**config.mk**
```make
export PLATFORM = sky130hd
export DESIGN_NAME = count_monitor
export DESIGN_NICKNAME = d
export VERILOG_FILES = /design/src/rtl/count_monitor.sv
export SDC_FILE = /design/constraint.sdc
export NUM_CORES = 1
export LEC_CHECK = 0
export CAP_MARGIN = 20
export CORE_ASPECT_RATIO = 0.9
export CORE_MARGIN = 4
export CORE_UTILIZATION = 52
export DETAILED_ROUTE_END_ITERATION = 10
export PLACE_DENSITY = 0.85
export SLEW_MARGIN = 20
export SYNTH_ARGS = -nofsm -noshare
export SYNTH_HDL_FRONTEND = slang
export SYNTH_SLANG_ARGS = --single-unit
```
**constraint.sdc**
```tcl
create_clock -name Clk -period 5.11 [get_ports Clk]
set_input_delay 1.022 -clock Clk [delete_from_list [all_inputs] [get_ports Clk]]
set_output_delay 1.022 -clock Clk [all_outputs]
set_load 0.005 [all_outputs]
```
**src/rtl/count_monitor.sv**
```systemverilog
// count_monitor: watches a 4-bit up/down counter and reports step direction,
// wrap events (15->0 up, 0->15 down), illegal steps and a compare match.
// An illegal step latches the FAULT state until Clr.
// Optional feature: define COUNT_MONITOR_ERRCNT_EN to build the saturating
// illegal-step counter on ErrCnt; otherwise ErrCnt is tied to 0.
module count_monitor #(
  parameter int unsigned WRAP_W = 8
) (
  input  logic              Clk,
  input  logic              reset,
  input  logic [3:0]        Count,
  input  logic [3:0]        Cmp,
  input  logic              Clr,
  output logic              Dir,
  output logic              WrapUp,
  output logic              WrapDn,
  output logic [WRAP_W-1:0] Wraps,
  output logic              Err,
  output logic              Fault,
  output logic              Match,
  output logic [7:0]        ErrCnt
);

  typedef enum logic [1:0] {StIdle, StTrack, StFault} state_e;

  state_e              state_q, state_d;
  logic [3:0]          prev_q;
  logic                dir_q, dir_d;
  logic                wrap_up_q, wrap_up_d;
  logic                wrap_dn_q, wrap_dn_d;
  logic                err_q, err_d;
  logic                fault_q;
  logic                match_q;
  logic [WRAP_W-1:0]   wraps_q, wraps_d;
  logic [3:0]          delta;

  // Step size modulo 16 between this sample and the previous one
  assign delta = Count - prev_q;

  // Next-state, direction, wrap and error evaluation; Clr overrides the step
  always_comb begin
    state_d   = state_q;
    dir_d     = dir_q;
    wraps_d   = wraps_q;
    wrap_up_d = 1'b0;
    wrap_dn_d = 1'b0;
    err_d     = 1'b0;
    if (Clr) begin
      state_d = StIdle;
      dir_d   = 1'b0;
      wraps_d = '0;
    end else begin
      unique case (state_q)
        StIdle: state_d = StTrack;  // this edge only primes prev_q
        StTrack: begin
          if (delta == 4'd1) begin
            dir_d = 1'b1;
            if (prev_q == 4'd15) begin
              wrap_up_d = 1'b1;
              if (wraps_q != {WRAP_W{1'b1}}) wraps_d = wraps_q + WRAP_W'(1);
            end
          end else if (delta == 4'd15) begin
            dir_d = 1'b0;
            if (prev_q == 4'd0) begin
              wrap_dn_d = 1'b1;
              if (wraps_q != {WRAP_W{1'b1}}) wraps_d = wraps_q + WRAP_W'(1);
            end
          end else if (delta != 4'd0) begin
            err_d   = 1'b1;
            state_d = StFault;
          end
        end
        StFault: state_d = StFault;  // held until Clr
        default: state_d = StIdle;
      endcase
    end
  end

  // State and output registers; prev_q and match_q sample every edge
  always_ff @(posedge Clk or negedge reset) begin
    if (!reset) begin
      state_q   <= StIdle;
      prev_q    <= 4'd0;
      dir_q     <= 1'b0;
      wrap_up_q <= 1'b0;
      wrap_dn_q <= 1'b0;
      err_q     <= 1'b0;
      fault_q   <= 1'b0;
      match_q   <= 1'b0;
      wraps_q   <= '0;
    end else begin
      state_q   <= state_d;
      prev_q    <= Count;
      dir_q     <= dir_d;
      wrap_up_q <= wrap_up_d;
      wrap_dn_q <= wrap_dn_d;
      err_q     <= err_d;
      fault_q   <= (state_d == StFault);
      match_q   <= (Count == Cmp);
      wraps_q   <= wraps_d;
    end
  end

`ifdef COUNT_MONITOR_ERRCNT_EN
  logic [7:0] errcnt_q;

  // Saturating count of illegal steps, cleared by Clr
  always_ff @(posedge Clk or negedge reset) begin
    if (!reset) begin
      errcnt_q <= 8'd0;
    end else if (Clr) begin
      errcnt_q <= 8'd0;
    end else if (err_d && errcnt_q != 8'hff) begin
      errcnt_q <= errcnt_q + 8'd1;
    end
  end

  assign ErrCnt = errcnt_q;
`else
  assign ErrCnt = 8'd0;
`endif

  assign Dir    = dir_q;
  assign WrapUp = wrap_up_q;
  assign WrapDn = wrap_dn_q;
  assign Wraps  = wraps_q;
  assign Err    = err_q;
  assign Fault  = fault_q;
  assign Match  = match_q;

endmodule
```
Word level (Yosys, flattened, before mapping)
Index checks and enable logic that the tools add are counted.
W data, S select, Z words.
- add/sub/neg operators: 2
- equality and inequality tests: 9
- mux-type cells: 30
- reduce and logical (&&, ||, !) cells: 8
- operators by type and width (kind ; number):
    $mux W8 ; 7
    $mux W1 ; 18
    $add A8 B1 Y8 const B ; 1
    $eq A4 B4 Y1 const B ; 2
    $mux W2 ; 4
    $ne A8 B8 Y1 const B ; 1
    $pmux W2 S3 ; 1
    $reduce_bool A3 Y1 ; 2
    $eq A2 B2 Y1 const B ; 2
    $eq A4 B1 Y1 const B ; 1
    $eq A4 B4 Y1 ; 1
    $logic_not A4 Y1 ; 1
    $reduce_and A4 Y1 ; 1
    $reduce_bool A4 Y1 ; 1
    $sub A4 B4 Y4 ; 1
    $ne A3 B2 Y1 const B ; 1
    $eq A2 B1 Y1 const B ; 1
    $logic_not A2 Y1 ; 1
    $reduce_and A2 Y1 ; 1
    $reduce_bool A2 Y1 ; 1
- bits in registers: 20
- output and inout port bits: 22
- logic and storage cells: 58

Longest topological paths before layout
- word-level depth: 8
- depth in mapped cells: 9
- depth with buffers taken out: 9

Worst setup path before layout
Ideal clock, no wire load.
- path type: input to register
- from: input Count[0]
- to: register wraps_q[5] (netlist: Wraps[5])
- arrival: 2.887 ns
- slack: 2.095 ns
- stages: 9
- buffers on the path: 0
- cells stage by stage: inv_1 ha_1 inv_1 fa_1 xor2_1 nor4b_4 nand4_4 a211oi_1 mux2_1
- cells in the longest elaborated chain, start to end: 5
- elaborated cells on any way between the ends: 10
- classes of those cells: add/sub (1); eq/ne (3); mux (3); reduce/logical (3)
- RTL lines (item ; line ; text):
    start, declared ; 11 ; input logic [3:0] Count,
    $sub A4 B4 Y4 * ; 38 ; assign delta = Count - prev_q;
    $eq A4 B1 Y1 ; 56 ; if (delta == 4'd1) begin
    $mux W8 ; 56 ;
    $mux W8 ; 53 ; unique case (state_q)
    $mux W8 ; 48 ; if (Clr) begin
    end signal, assigned ; 100 ; wraps_q <= wraps_d;
    end, declared ; 34 ; logic [WRAP_W-1:0] wraps_q, wraps_d;
Every way passes the cells marked *; elsewhere a longest branch is shown, timed or not. The select of a mux whose other input is x is not followed.
A chain may end at the register's enable or synchronous reset.

Final worst setup path
- from: input Count[0]
- to: register wraps_q[7] (netlist: Wraps[7])
Same word-level chain as after synthesis.

==> reports/metrics.yaml <==
run_status:
  status: "finished clean"
clocking:
  post_cts_buffers: 0
  cts_hold_buf: 0
  clk_pin_slew_ns: 0.10
  numCtsBuffers: 3
  ctsLongestPathBuffers: 2
  cts.htree.levels: 1
  cts_tree: "yes"
  cts_resized: 0
  cts_sinks: 20
  cts_root_buffer: "clkbuf_4"
  insertion_delay_ns: 0.31
power_and_ir_drop:
  p_switching_mw: 0.0935
  p_int_mw: 0.225
  seq_power_share_pct: 53.7
  clockPowerShare_pct: 23.5
  power_frac_comb_pct: 22.8
  ir_worst_vdd_mv: 0.154
  power.leakage_nw: 0.656
  swShare_pct: 29.4
  p_per_area_mw_per_mm2: 213
hold_path:
  hp-class: "register to register"
sta:
  finalSetupTns_ns: 0
  finalHoldViolCount: 0
  fmax_mhz: 291
  finalSetupViolCount: 0
  tightestPinTransition_ns: 0.900
  fin_crit_sh_pct: 67.1
  rsz0062_at_grt: "no"
  hold_ws_ns: 0.518
  slew_viol_final: 0
  fin_crit_ns: 3.43
  slew_headroom_pct: 39.8
  finClkSkew_ns: 0.0103
placement:
  place_area_mm2: 0.00147
  dp_hpwl_um: 1870
  port-buffer-count: 24
  place_congestion: 0.784
critical_path:
  crit_path_end_kind: "register"
  crit_chain: "clkdlybuf4s50_1, inv_1, ha_1, inv_1, fa_1, xor2_1, nor4b_4, nand4_4, a211oi_1, mux2_1"
  critPathMaxFanout: 8
  cp_data_required_time_ns: 5.30
  slowest_stage: "clkdlybuf4s50_1"
  cp-start-kind: "input port"
  worst-setup-path-type: "input port to register"
  cpMostUsedCell: "inv_1"
  slowest_delay_ns: 0.46
  arrival_ns: 3.62
route:
  first_pass_iters: 4
  vias: 959
  antenna_left: 0
  drtIter0Drc: 22
  vias_per_cell: 5.51
  wl_per_cell_um: 13.8
  routed_wl_um: 2390
  drcViolationCount: 0
synth:
  synth_top_area_share_pct: 39.7
  synth-seq-area-share_pct: 39.7
  postSynth.asyncResetShare_pct: 100
  synth-edff-count: 0
  synth_cells: 123
  synth_top_flop_cell: "dfrtp_1"
  ys_types: 40
  yosysWarnings: 0
  ys_ff_latch: 20
  syn_area_mm2: 0.00126
  synth_area_per_cell_um2: 10.2
  synth_top_cell_by_area: "dfrtp_1"
  synth_area_leaders: "dfrtp_1, mux2_1, buf_4, xor2_1, a21oi_1"
cells_and_area:
  final_cell_mix: "clkdlybuf4s50_1, dfrtp_1, nor2_1, a21oi_1"
  final_cell_area_mm2: 0.00150
  drive_gt1_share_pct: 8.84
  nNetsFinal: 165
  areaGrowthSynthToFinish_pct: 18.7
  num_antenna_cells: 0
  final_common_cell: "clkdlybuf4s50_1"
  seqCellArea_um2: 500
  multi_input_area_um2: 679
  nFillCells: 175
grt:
  grtUsageTotal_pct: 17.4
  grt_pass1_vias: 938
  antenna_found_initial: 0
  grt_pass1_wl_um: 4210
  grt.overflow.total: 0
  grt_max_degree: 21
floorplan:
  dieArea_mm2: 0.00328
  die_h_um: 54.7
  num_io_pins: 33
  die_w_um: 59.9
  initial_utilization_pct: 56.2
  core_area_mm2: 0.00224
  std_cell_rows: 16
run:
  maxCapViolations: 0
worst paths after layout:
check / end / start / cells after the start / slack (ns)
min reg2reg: state_q[0] / state_q[1] / 1 / 0.52
max: Wraps[7] / Count[0] / 10 / 1.68
max reg2reg: Wraps[7] / prev_q[0] / 8 / 2.53
min in group asynchronous: prev_q[2] / reset / 1 / 1.21
max in group asynchronous: Wraps[5] / reset / 1 / 3.34
min: state_q[0] / state_q[1] / 1 / 0.52
power by group through the flow:
stage / clock, mW / sequential (mW) / combinational (mW)
floorplan: 0 / 0.173 / 0.0510
global placement: 0 / 0.174 / 0.0692
detailed placement: 0 / 0.174 / 0.0720
CTS: 0.0785 / 0.171 / 0.0724
global route: 0.0849 / 0.172 / 0.0819
finish: 0.0749 / 0.171 / 0.0727
routing by layer:
| metal | track usage [%] | wire length (um) | up-vias |
|---|---|---|---|
| met2 | 29.1 | 1140 | 33 |
| met1 | 22.1 | 1060 | 446 |
| met5 | 0 | 0 | - |
| met3 | 4.25 | 155 | 4 |
| li1 | - | - | 476 |
| met4 | 5.54 | 34 | 0 |
area by class of cell:
| type | instances | share of cell area (%) |
|---|---|---|
| clock buffer | 3 | 1.51 |
| inverter | 5 | 1.26 |
| multi-input combinational | 95 | 45.4 |
| sequential | 20 | 33.5 |
| tap | 27 | 2.26 |
| timing repair buffer | 24 | 16.1 |
synthesized netlist by cell type, types with 2 or more instances:
library cell	n
mux2_1	6
nand4_1	2
and2b_2	2
nor4_1	2
nand3_1	8
xor2_1	6
buf_4	8
nand2b_1	2
ha_1	4
a21oi_1	10
nor2_1	11
nand2_1	3
nor2b_1	5
dfrtp_1	20
o21ai_0	2
o21ai_1	2
inv_1	5
clkbuf_8	2
a211oi_1	2
worst max-delay path: cells and delay by family:
family	cells	cell delay, ns
buffers and inverters	3	0.61
adder cells (fa/ha/maj)	2	0.55
AND/OR/NAND/NOR	2	0.51
multiplexers	1	0.34
AO/OA/AOI/OAI	1	0.30
XOR/XNOR	1	0.28
stage by stage:
step	setup slack (ns)	std cells	power (mW)	utilization [%]
2_1_floorplan	2.10	130	0.224	-
3_3_place_gp	1.52	171	0.243	65.7
3_5_place_dp	1.40	171	0.246	65.7
4_1_cts	1.69	174	0.322	66.7
5_1_grt	1.53	174	0.339	66.7
6_report	1.68	174	0.319	66.7
state kept, by name (all words and copies together) (netlist names):
| name | count |
|---|---|
| WrapDn | 1 |
| WrapUp | 1 |
| Wraps | 8 |
| Fault | 1 |
| Dir | 1 |
| state_q | 2 |
| Match | 1 |
| prev_q | 4 |
| Err | 1 |
cell families (layout without fill, tap and decap cells):
logic type / count (synthesis) / count (layout) / share of synthesized area (%)
compound gates: 23 / 23 / 12.1
other cells: 1 / 8 / 0.298
xor+xnor: 7 / 7 / 4.87
buf+inv: 15 / 32 / 8.44
mux: 6 / 6 / 5.36
fa+ha+maj: 5 / 5 / 5.56
flops: 20 / 20 / 39.7
simple gates: 46 / 46 / 23.6
Note: power is estimated with default switching activity, not from simulation.
